`src/rtl/osc_div.sv`:
```
// Restoring unsigned divider, one quotient bit per enabled clock (IDLE/CALC/DONE).
// Define OSC_DIV_ZERO_FAST_EN to short-circuit a zero divisor straight to DONE with div_zero set.
module osc_div #(
  parameter int WIDTH = 16
) (
  input  logic             MHz10,
  input  logic             rst,
  input  logic             en,
  input  logic             start,
  input  logic [WIDTH-1:0] dividend,
  input  logic [WIDTH-1:0] divisor,
  output logic             ready,
  output logic             done,
  output logic [WIDTH-1:0] quotient,
  output logic [WIDTH-1:0] remainder,
  output logic             div_zero
);

  localparam int CW = (WIDTH > 1) ? $clog2(WIDTH) : 1;

  typedef enum logic [1:0] {IDLE, CALC, DONE} state_t;

  state_t           state_q, state_d;
  logic [CW-1:0]    cnt_q, cnt_d;
  logic [WIDTH-1:0] rem_q, rem_d;
  logic [WIDTH-1:0] quo_q, quo_d;
  logic [WIDTH-1:0] dvs_q, dvs_d;
  logic [WIDTH:0]   rem_sh;
  logic [WIDTH-1:0] diff;
  logic             ge;
`ifdef OSC_DIV_ZERO_FAST_EN
  logic             dz_q, dz_d;
`endif

  // The shifted partial remainder needs WIDTH+1 bits; when it is >= divisor the
  // true difference fits in WIDTH bits, so a WIDTH-bit subtract is exact.
  assign rem_sh = {rem_q, quo_q[WIDTH-1]};
  assign ge     = (rem_sh >= {1'b0, dvs_q});
  assign diff   = rem_sh[WIDTH-1:0] - dvs_q;

  always_comb begin
    state_d = state_q;
    cnt_d   = cnt_q;
    rem_d   = rem_q;
    quo_d   = quo_q;
    dvs_d   = dvs_q;
`ifdef OSC_DIV_ZERO_FAST_EN
    dz_d    = dz_q;
`endif
    if (en) begin
      case (state_q)
        IDLE: begin
          if (start) begin
            dvs_d   = divisor;
            rem_d   = '0;
            quo_d   = dividend;
            cnt_d   = CW'(WIDTH - 1);
            state_d = CALC;
`ifdef OSC_DIV_ZERO_FAST_EN
            dz_d    = (divisor == '0);
            if (divisor == '0) begin
              quo_d   = '1;
              rem_d   = dividend;
              cnt_d   = '0;
              state_d = DONE;
            end
`endif
          end
        end
        CALC: begin
          rem_d = ge ? diff : rem_sh[WIDTH-1:0];
          quo_d = {quo_q[WIDTH-2:0], ge};
          if (cnt_q == '0) state_d = DONE;
          else             cnt_d   = cnt_q - 1'b1;
        end
        DONE:    state_d = IDLE;
        default: state_d = IDLE;
      endcase
    end
  end

  always_ff @(posedge MHz10 or posedge rst) begin
    if (rst) begin
      state_q <= IDLE;
      cnt_q   <= '0;
      rem_q   <= '0;
      quo_q   <= '0;
      dvs_q   <= '0;
`ifdef OSC_DIV_ZERO_FAST_EN
      dz_q    <= 1'b0;
`endif
    end else begin
      state_q <= state_d;
      cnt_q   <= cnt_d;
      rem_q   <= rem_d;
      quo_q   <= quo_d;
      dvs_q   <= dvs_d;
`ifdef OSC_DIV_ZERO_FAST_EN
      dz_q    <= dz_d;
`endif
    end
  end

  assign ready     = (state_q == IDLE);
  assign done      = (state_q == DONE) && en;
  assign quotient  = quo_q;
  assign remainder = rem_q;
`ifdef OSC_DIV_ZERO_FAST_EN
  assign div_zero  = dz_q;
`else
  assign div_zero  = 1'b0;
`endif

endmodule

```
`config.mk`:
```
export PLATFORM = sky130hd
export DESIGN_NAME = osc_div
export DESIGN_NICKNAME = d
export VERILOG_FILES = /design/src/rtl/osc_div.sv
export SDC_FILE = /design/constraint.sdc
export NUM_CORES = 1
export LEC_CHECK = 0
export BUFFER_PORTS_ARGS = -buffer_cell sky130_fd_sc_hd__buf_2
export CAP_MARGIN = 20
export CORE_MARGIN = 2
export CORE_UTILIZATION = 41
export DETAILED_ROUTE_END_ITERATION = 7
export PLACE_DENSITY_LB_ADDON = 0.12
export SETUP_SLACK_MARGIN = 0.15
export SLEW_MARGIN = 20
export SYNTH_ARGS = -nofsm -noshare
export SYNTH_HDL_FRONTEND = slang
export SYNTH_SLANG_ARGS = --single-unit
```
`constraint.sdc`:
```
create_clock -name MHz10 -period 2.6 [get_ports MHz10]
set_input_delay 0.26 -clock MHz10 [delete_from_list [all_inputs] [get_ports MHz10]]
set_output_delay 0.26 -clock MHz10 [all_outputs]
set_load 0.02 [all_outputs]
```
==> run_results.csv, run 1 <==
group,metric,value,unit
sta,fin_tns_setup,0,ns
sta,period_needed,2.344,ns
grt,grt_pass1_vias,2804,
worst_setup_path,path_class,"flip-flop to flip-flop",
yosys,yosys_warnings,0,
detailed_routing,initialDrtViolationCount,111,
detailed_routing,routed_wl,8487,µm
detailed_routing,wl_per_cell,15.05,µm
floorplan,dieHeight,94.77,µm
pwr,seq_power_share,28.3,%
floorplan,die_w,94.77,µm
detailed_routing,drc_errors,0,
grt,antenna_found_initial,0,
grt,grt_pass1_wl,14110,µm
detailed_routing,vias,2946,
worst_setup_path,critPathArrivalTime,2.54,ns
grt,grt_overflow,0,
final_layout,final-instance-count-excl-fill,564,
sta,hold_viol,0,
yosys,synth_edf_count,0,
worst_setup_path,critical_path_required,2.80,ns
pwr,power,4334,µW
final_layout,diodes,0,
yosys,seq_area_frac_synth,40.00,%
sta,maxSlewViolCount,0,
grt,grt_max_degree,55,
placement,post-place-cells,554,
floorplan,io_pins,71,
pwr,total_leakage_power,0.001930,µW
placement,routabilityCongestion,0.8063,
yosys,syn_inst,380,
flow_run,cap_violations,0,
placement,dp_hpwl,6153,µm
pwr,power.internal,2397,µW
floorplan,start_util,41.74,%
yosys,synthArstFlopShare,100.0,%
sta,finalSetupViolCount,0,
worst_setup_path,crit_fanout,21,
sta,rsz0062_at_grt,"true",
placement,port-buffer-count,69,
worst_setup_path,crit_chain,"ha_1 > nand2_2 > o41a_1 > a211oi_2 > buf_12 > o21ai_0 > a32o_1",
worst_setup_path,slowest_delay,0.42,ns
cts,insertion_delay,0.31,ns
floorplan,die_area,8981,µm²
cts,cts_max_path_buffers,2,
yosys,synthDistinctLibCells,57,
sta,clock_skew,0.009945,ns
status,status,"finished clean",
grt,grtUsageTotal,19.89,%
floorplan,std_cell_rows,33,
yosys,synth_nets,434,
min_path,hold_path_class,"primary input to flip-flop",
cts,clk_pin_slew,0.10,ns
sta,finalCritPeriodShare,90.17,%
sta,fmax,426.5,MHz
cts,cts_tree,"done",
yosys,synth_seq_cells,54,
floorplan,fp.coreArea,8093,µm²
cts,cts_root_buf,"clkbuf_8",
pwr,p_sw,1938,µW
pwr,combinationalPowerShare,60.2,%
detailed_routing,viasPerCell,5.223,
pwr,p_per_area,1060,nW/µm²
yosys,ys.flop_type,"dfrtp_1",
detailed_routing,detail-route-antenna-nets,0,
worst_setup_path,start_kind,"flip-flop",
final_layout,drive_above_1_share,26.14,%
final_layout,syn2layout_area_growth,21.00,%
detailed_routing,drtPass1Iterations,4,
cts,cts_buffers,5,
pwr,ir_worst_vdd,485.4,µV
cts,numClockSinks,54,
cts,cts-htree-levels,2,
worst_setup_path,crit_slowest_cell,"dfrtp_1",
pwr,swShare,44.70,%
worst_setup_path,endpoint_kind,"flip-flop",
final_layout,nNetsFinal,512,
pwr,clkPwrFrac,11.5,%
yosys,synth_area,3378,µm²
yosys,syn_avg_cell_area,8.890,µm²
worst max-delay path, delay by kind of cell, from the launching register on:
family	cells	cell delay, ns
buffers and inverters	1	0.21
DFF	1	0.42
and+or+nand+nor	1	0.09
AOI/OAI and AO/OA	4	1.12
adders and majority gates	1	0.40
through the flow:
stage / setup slack (ns) / hold slack [ns] / cell area [µm²] / utilization [%]
2_1_floorplan: 0.2502 / 0.3564 / 3378 / -
3_3_place_gp: 0.1960 / 0.3393 / 3938 / 48.65
3_5_place_dp: 0.1414 / 0.3390 / 3938 / 48.65
4_1_cts: 0.2004 / 0.1420 / 4041 / 49.94
5_1_grt: 0.1250 / 0.1462 / 4088 / 50.51
6_report: 0.2556 / 0.1444 / 4088 / 50.51
layer usage:
layer | global-route usage, % | share of wire (%) | vias to the layer above
met5 | 0 | 0 | -
met2 | 31.56 | 45 | 51
met4 | 4.106 | 1.0 | 0
met1 | 28.77 | 50 | 1394
met3 | 3.113 | 3.8 | 9
li1 | - | - | 1492
registers in the layout, indices dropped and copies added, names as in the netlist:
| name | count |
|---|---|
| dvs_q | 16 |
| cnt_q | 4 |
| remainder | 16 |
| state_q | 2 |
| quotient | 16 |
Yosys cell counts, drive strengths merged, types with 3 or more instances:
library cell / instances / area (µm²)
a211oi: 4 / 35.03
o21ai: 46 / 234.0
nor3: 6 / 35.03
nand2b: 9 / 56.30
nor3b: 3 / 22.52
buf: 10 / 78.81
o21a: 3 / 30.02
o2111ai: 3 / 26.28
ha: 17 / 212.7
mux2: 3 / 33.78
inv: 24 / 90.09
dfrtp: 54 / 1351
or3: 3 / 18.77
nor2: 12 / 45.04
a21o: 3 / 22.52
clkbuf: 12 / 45.04
o21bai: 3 / 22.52
mux2i: 16 / 160.2
nand2: 68 / 257.8
o211ai: 17 / 127.6
xnor2: 8 / 70.07
a21oi: 20 / 111.4
path summary, 6_finish.rpt:
| kind | from | end | slack, ns | cells past startpoint |
|---|---|---|---|---|
| setup / recovery | remainder[6] | remainder[8] | 0.26 | 7 |
| hold / removal | divisor[1] | dvs_q[1] | 0.14 | 3 |
| setup reg to reg | remainder[6] | remainder[8] | 0.26 | 7 |
| hold reg to reg | quotient[10] | quotient[10] | 0.50 | 2 |
| max in group asynchronous | rst | remainder[8] | 1.82 | 4 |
| min in group asynchronous | rst | quotient[3] | 0.53 | 4 |
placed cells by master (no fill, tap or decap), types with 3 or more instances in the layout:
cell / count
nor2_1: 12
xnor2_1: 8
mux2_2: 3
ha_1: 15
a21o_1: 3
nand2b_1: 9
buf_4: 21
inv_1: 23
nor3_1: 5
o21ai_0: 43
a21oi_1: 17
clkbuf_8: 6
o211ai_1: 17
dfrtp_1: 54
mux2i_1: 16
a211oi_1: 3
buf_2: 69
or3_1: 3
nand2_1: 67
layout make-up:
| class | instances | area (µm²) |
|---|---|---|
| clock buffer | 7 | 86.33 |
| clock inverter | 1 | 5.005 |
| fill | 803 | 4005 |
| inverter | 24 | 90.09 |
| multi-input combinational | 280 | 1871 |
| sequential | 54 | 1351 |
| tap | 105 | 131.4 |
| timing repair buffer | 93 | 553.0 |
repair_timing:
item	CTS	global route
gates resized for setup	1	9
buffers inserted	0	1
endpoints found under the setup margin	6	10
hold buffers	1	0
hold endpoints to repair	1	0
pin swaps	0	3
cells by family after synthesis:
| group | count (synthesis) | synth area share (%) |
|---|---|---|
| xor gates and xnor gates | 9 | 2.333 |
| AOI/OAI and AO/OA | 117 | 22.89 |
| other | 1 | 0.1110 |
| muxes | 19 | 5.741 |
| and+or+nand+nor | 116 | 15.70 |
| buffers and inverters | 46 | 6.333 |
| DFF | 54 | 40.00 |
| adders and majority gates | 18 | 6.889 |
power by group through the flow:
stage	logic (µW)	registers (µW)	clock network (µW)
after floorplan	1610	1400	0
after global placement	2490	1230	0
after detailed placement	2500	1240	0
after CTS	2530	1230	511
after global routing	2870	1260	542
final	2610	1230	497
Power figures use the tool's default switching activity.
==> run 2: changes to the inputs <==
--- a/config.mk
+++ b/config.mk
@@ -8,11 +8,10 @@
 export BUFFER_PORTS_ARGS = -buffer_cell sky130_fd_sc_hd__buf_2
 export CAP_MARGIN = 20
 export CORE_MARGIN = 2
-export CORE_UTILIZATION = 41
+export CORE_UTILIZATION = 55
 export DETAILED_ROUTE_END_ITERATION = 7
 export PLACE_DENSITY_LB_ADDON = 0.12
 export SETUP_SLACK_MARGIN = 0.15
-export SLEW_MARGIN = 20
 export SYNTH_ARGS = -nofsm -noshare
 export SYNTH_HDL_FRONTEND = slang
 export SYNTH_SLANG_ARGS = --single-unit
==> run 2 against run 1 <==
  * Cell count decreased by 6.7%
  * Utilization up 16 points
  * Total power decreased by 3.5%
  * Via count rose by 1.2%
  * Setup slack got worse by 0.0078 ns
  * Clock power shrank 6.2%
  * Sequential cell count unchanged
  * Clock skew shrank 0.0044 ns
  * Die area decreased by 24%
  * Sequential share of layout area rose by 1.2 points
  * First-iteration DRC count is 35% higher
  * Fmax shrank 0.33%
  * Critical endpoint unchanged
==> run_results.csv, run 2 (synthesis gave the netlist of run 1 again) <==
group,metric,value,unit
sta,fmax,425.1,MHz
floorplan,fp.coreArea,5921,µm²
cts,cts_root_buf,"clkbuf_8",
grt,grtUsageTotal,24.21,%
placement,placed_area,3822,µm²
detailed_routing,drtPass1Iterations,4,
sta,finalCritPeriodShare,90.47,%
sta,setup_slack,0.2478,ns
sta,relSlewSlack,27.85,%
sta,finalSetupViolCount,0,
cts,cts-htree-levels,2,
cts,hold_buffers,0,
floorplan,dieHeight,82.37,µm
detailed_routing,drc_errors,0,
final_layout,nNetsFinal,504,
cts,cts_tree,"done",
flow_run,cap_violations,0,
placement,place_ws,0.1412,ns
placement,port-buffer-count,69,
cts,insertion_delay,0.31,ns
worst_setup_path,critPathArrivalTime,2.56,ns
detailed_routing,detail-route-antenna-nets,0,
worst_setup_path,reg2reg_depth,8,
cts,postCtsResizedCells,1,
grt,grt_pass1_wl,12600,µm
worst_setup_path,critical_path_required,2.81,ns
cts,cts_setup_buffers,0,
min_path,hold_path_class,"primary input to async pin",
pwr,ir_worst_vdd,542.5,µV
grt,antenna_found_initial,0,
sta,tightest_slew,1.082,ns
pwr,p_per_area,1059,nW/µm²
final_layout,drive_above_1_share,25.28,%
detailed_routing,vias,2981,
pwr,total_leakage_power,0.001881,µW
sta,period_needed,2.352,ns
detailed_routing,wl_per_cell,14.75,µm
floorplan,die_area,6785,µm²
detailed_routing,routed_wl,7757,µm
floorplan,die_w,82.37,µm
detailed_routing,initialDrtViolationCount,150,
sta,rsz0062_at_grt,"false",
cts,cts_buffers,5,
worst_setup_path,endpoint_kind,"flip-flop",
worst_setup_path,path_class,"flip-flop to flip-flop",
worst_setup_path,r2r-start,"remainder[5]",
status,status,"finished clean",
placement,routabilityCongestion,0.8833,
final_layout,final_common_cell,"buf_2",
final_layout,final_design_area_no_fill,3948,µm²
worst_setup_path,start_kind,"flip-flop",
final_layout,most-common-layout-cells,"buf_2 (69), nand2_1 (67), dfrtp_1 (54), o21ai_0 (44), inv_1 (23)",
floorplan,start_util,57.06,%
cts,clk_pin_slew,0.10,ns
grt,grt_overflow,0,
sta,maxSlewViolCount,0,
worst_setup_path,rrSetupSlack,0.25,ns
grt,grt_max_degree,50,
pwr,power,4182,µW
floorplan,io_pins,71,
cts,cts_max_path_buffers,2,
worst_setup_path,crit_fanout,12,
sta,fin_tns_setup,0,ns
worst_setup_path,timing.rr.end,"remainder[8]",
sta,clock_skew,0.005555,ns
final_layout,diodes,0,
sta,hold_viol,0,
grt,grt_pass1_vias,2655,
cts,numClockSinks,54,
placement,dp_hpwl,5850,µm
detailed_routing,viasPerCell,5.667,
floorplan,std_cell_rows,28,
final_layout,syn2layout_area_growth,16.85,%
## run 2: cell count changes in the layout (fill, tap and decap cells not counted), sizes merged
cell | previous run | this run
buf | 92 | 85
clkbuf | 7 | 6
clkinv | 1 | 2
dlygate4sd3 | 1 | 0
## run 2: final cells by class
cell class | instances | area, µm²
clock inverters | 2 | 13.76
inverters | 24 | 90.09
multi-input cells | 280 | 1861
fillers | 512 | 1973
flip-flops and latches | 54 | 1351
well taps | 75 | 93.84
clock buffers | 6 | 72.57
repair buffers | 85 | 465.4
## run 2: layer usage
| layer | global-route usage (%) | part of all wire, % | routed length, µm | up-vias |
|---|---|---|---|---|
| li1 | - | - | - | 1479 |
| met3 | 4.348 | 4.2 | 322 | 8 |
| met4 | 7.000 | 1.2 | 92 | 0 |
| met2 | 38.31 | 48 | 3709 | 70 |
| met1 | 33.91 | 47 | 3633 | 1424 |
| met5 | 0 | 0 | 0 | - |
## run 2: through the flow
step	cells	utilization, %	hold WS (ns)
2_1_floorplan	380	-	0.3564
3_3_place_gp	518	64.56	0.3918
3_5_place_dp	518	64.56	0.4056
4_1_cts	526	66.06	0.06420
5_1_grt	526	66.67	0.1154
6_report	526	66.67	0.03989
## run 2: worst max-delay path, stage by stage, from the launching register on
cell	delay (ns)
dfrtp_1	0.42
ha_1	0.39
a21oi_2	0.20
nand2_1	0.12
o21ai_4	0.24
a211oi_2	0.13
buf_4	0.19
or3_1	0.31
a32o_1	0.24
## run 2: power by group
group          internal [µW]  leakage (µW)  switching, µW
combinational           1050       0.00117           1430
clock                    191     0.0000452            275
sequential              1060      0.000670            177
## run 2: worst max-delay path by stage
stage | start | endpoint | slack (ns) | cells after the start
4_1_cts | remainder[5] | remainder[8] | 0.17 | 8
3_5_place_dp | remainder[11] | remainder[2] | 0.14 | 7
5_1_grt | quotient[15] | remainder[8] | 0.14 | 9
6_report | remainder[5] | remainder[8] | 0.25 | 8
2_1_floorplan | remainder[11] | remainder[0] | 0.25 | 9
3_3_place_gp | remainder[9] | remainder[2] | 0.19 | 7
==> run 3: changes to the inputs <==
--- a/config.mk
+++ b/config.mk
@@ -7,8 +7,10 @@
 export LEC_CHECK = 0
 export BUFFER_PORTS_ARGS = -buffer_cell sky130_fd_sc_hd__buf_2
 export CAP_MARGIN = 20
+export CELL_PAD_IN_SITES_DETAIL_PLACEMENT = 2
+export CELL_PAD_IN_SITES_GLOBAL_PLACEMENT = 2
 export CORE_MARGIN = 2
-export CORE_UTILIZATION = 55
+export CORE_UTILIZATION = 33
 export DETAILED_ROUTE_END_ITERATION = 7
 export PLACE_DENSITY_LB_ADDON = 0.12
 export SETUP_SLACK_MARGIN = 0.15
==> run 3 against run 2 <==
  * The flow now finishes with violations (negative hold slack)
  * Cell count grew 13%
  * Critical path depth is 1 lower
  * Register-to-register slack got worse by 0.02 ns
  * Utilization is 24 points lower
  * Non-clock buffer count up 11
  * Via count rose by 4.8%
  * Sequential share of layout area shrank 2.3 points
  * Highest routed layer unchanged
==> run_results.csv, run 3 (synthesis gave the netlist of run 1 again) <==
group,metric,value,unit
status,status,"finished, violations left",
status,violations,"negative hold slack",
sta,hold_viol,5,
pwr,combinationalPowerShare,60.8,%
worst_setup_path,slowest_delay,0.46,ns
pwr,ir_worst_vdd,445.2,µV
min_path,hold_path_class,"primary input to async pin",
detailed_routing,viasPerCell,5.259,
worst_setup_path,path_class,"flip-flop to flip-flop",
final_layout,syn2layout_area_growth,25.26,%
floorplan,start_util,34.25,%
worst_setup_path,start_kind,"flip-flop",
floorplan,fp.coreArea,9864,µm²
detailed_routing,vias,3124,
grt,antenna_found_initial,0,
pwr,p_sw,2145,µW
worst_setup_path,timing.rr.end,"remainder[8]",
cts,hold_buffers,0,
worst_setup_path,r2r-start,"remainder[6]",
detailed_routing,detail-route-antenna-nets,0,
cts,clk_pin_slew,0.11,ns
final_layout,nNetsFinal,515,
grt,grt_max_degree,50,
sta,clock_skew,0.01313,ns
placement,routabilityCongestion,0.7934,
flow_run,cap_violations,0,
sta,whs,-0.007515,ns
cts,numClockSinks,54,
floorplan,die_area,11060,µm²
placement,port-buffer-count,69,
final_layout,drive_above_1_share,29.50,%
sta,maxSlewViolCount,0,
cts,cts_root_buf,"clkbuf_8",
sta,period_needed,2.374,ns
detailed_routing,drc_errors,0,
floorplan,io_pins,71,
sta,tightest_slew,0.5920,ns
worst_setup_path,critPathArrivalTime,2.58,ns
cts,cts_tree,"done",
final_layout,most-common-layout-cells,"buf_2 (69), nand2_1 (67), dfrtp_1 (54), o21ai_0 (44), buf_4 (26)",
sta,fmax,421.2,MHz
pwr,swShare,45.73,%
pwr,total_leakage_power,0.001945,µW
final_layout,final_common_cell,"buf_2",
grt,grtUsageTotal,20.45,%
detailed_routing,drtPass1Iterations,4,
placement,dp_hpwl,8207,µm
detailed_routing,initialDrtViolationCount,80,
worst_setup_path,rrSetupSlack,0.23,ns
detailed_routing,routed_wl,10840,µm
worst_setup_path,crit_slowest_cell,"o41a_1",
worst_setup_path,critical_path_required,2.81,ns
cts,cts_max_path_buffers,2,
pwr,clkPwrFrac,12.4,%
worst_setup_path,endpoint_kind,"flip-flop",
grt,grt_pass1_wl,18150,µm
cts,insertion_delay,0.32,ns
sta,finalCritPeriodShare,91.32,%
grt,grt_overflow,0,
sta,relSlewSlack,60.48,%
worst_setup_path,crit_chain,"ha_2 > nand2_2 > o41a_1 > a211oi_4 > buf_4 > o21ai_0 > a32o_1",
pwr,seq_power_share,26.7,%
pwr,power.internal,2545,µW
final_layout,diodes,0,
floorplan,std_cell_rows,36,
grt,grt_pass1_vias,3421,
sta,finalSetupViolCount,0,
detailed_routing,wl_per_cell,18.24,µm
cts,cts_buffers,5,
floorplan,die_w,105.2,µm
worst_setup_path,crit_fanout,5,
pwr,p_per_area,1108,nW/µm²
sta,fin_tns_setup,0,ns
floorplan,dieHeight,105.2,µm
worst_setup_path,reg2reg_depth,7,
cts,cts-htree-levels,2,
sta,rsz0062_at_grt,"false",
run 3: cell types whose count changed in the layout (fill, tap and decap cells not counted), moves of 2 or more:
cell,previous run,this run
ha_4,0,3
buf_4,16,26
a211oi_1,3,1
ha_1,15,10
ha_2,2,4
run 3: stage by stage:
| step | power, µW | area [µm²] | instances | setup WS, ns | util [%] |
|---|---|---|---|---|---|
| after floorplan | 3014 | 3378 | 380 | 0.2502 | - |
| after global placement | 3793 | 3983 | 585 | 0.1003 | 40.37 |
| after detailed placement | 3885 | 3983 | 585 | 0.09047 | 40.37 |
| after CTS | 4588 | 4140 | 593 | 0.1601 | 41.97 |
| after global routing | 5068 | 4232 | 594 | 0.1417 | 42.90 |
| final | 4690 | 4232 | 594 | 0.2256 | 42.90 |
run 3: power groups by stage:
stage               sequential, µW  combinational (µW)  clock, µW
floorplan                     1400                1610          0
global placement              1250                2540          0
detailed placement            1260                2620          0
CTS                           1250                2730        609
global route                  1290                3160        626
finish                        1250                2850        583
run 3: metal layers:
metal,global-route usage (%),vias to the layer above,part of all wire [%]
li1,-,1501,-
met1,27.61,1566,46
met2,34.93,51,49
met3,2.994,6,3.5
met4,3.714,0,0.71
met5,0,-,0
run 3: what timing repair did:
| item | CTS | global route |
|---|---|---|
| endpoints found under the setup margin | 13 | 16 |
| buffers inserted | 1 | 1 |
| pin swaps | 2 | 4 |
| gates resized for setup | 8 | 18 |
run 3: area by class of cell:
cell class | instances | area, µm²
fill | 1085 | 5633
multi-input combinational | 280 | 1956
sequential | 54 | 1351
timing repair buffer | 96 | 560.5
tap | 133 | 166.4
inverter | 24 | 90.09
clock buffer | 5 | 68.82
clock inverter | 2 | 38.79
run 3: worst max-delay path, delay by kind of cell, from the launching register on:
family                     cells  cell delay (ns)
AOI/OAI and AO/OA              4             1.14
adders and majority gates      1             0.42
buffers and inverters          1             0.20
DFF                            1             0.43
and+or+nand+nor                1             0.08
run 3: how the worst max path moves through the flow:
stage	from	to	slack, ns	depth (start not counted)
floorplan	remainder[11]	remainder[0]	0.25	9
global placement	quotient[15]	remainder[12]	0.10	9
detailed placement	quotient[15]	remainder[12]	0.09	9
CTS	remainder[5]	remainder[8]	0.16	8
global route	quotient[15]	remainder[8]	0.14	9
finish	remainder[6]	remainder[8]	0.23	7
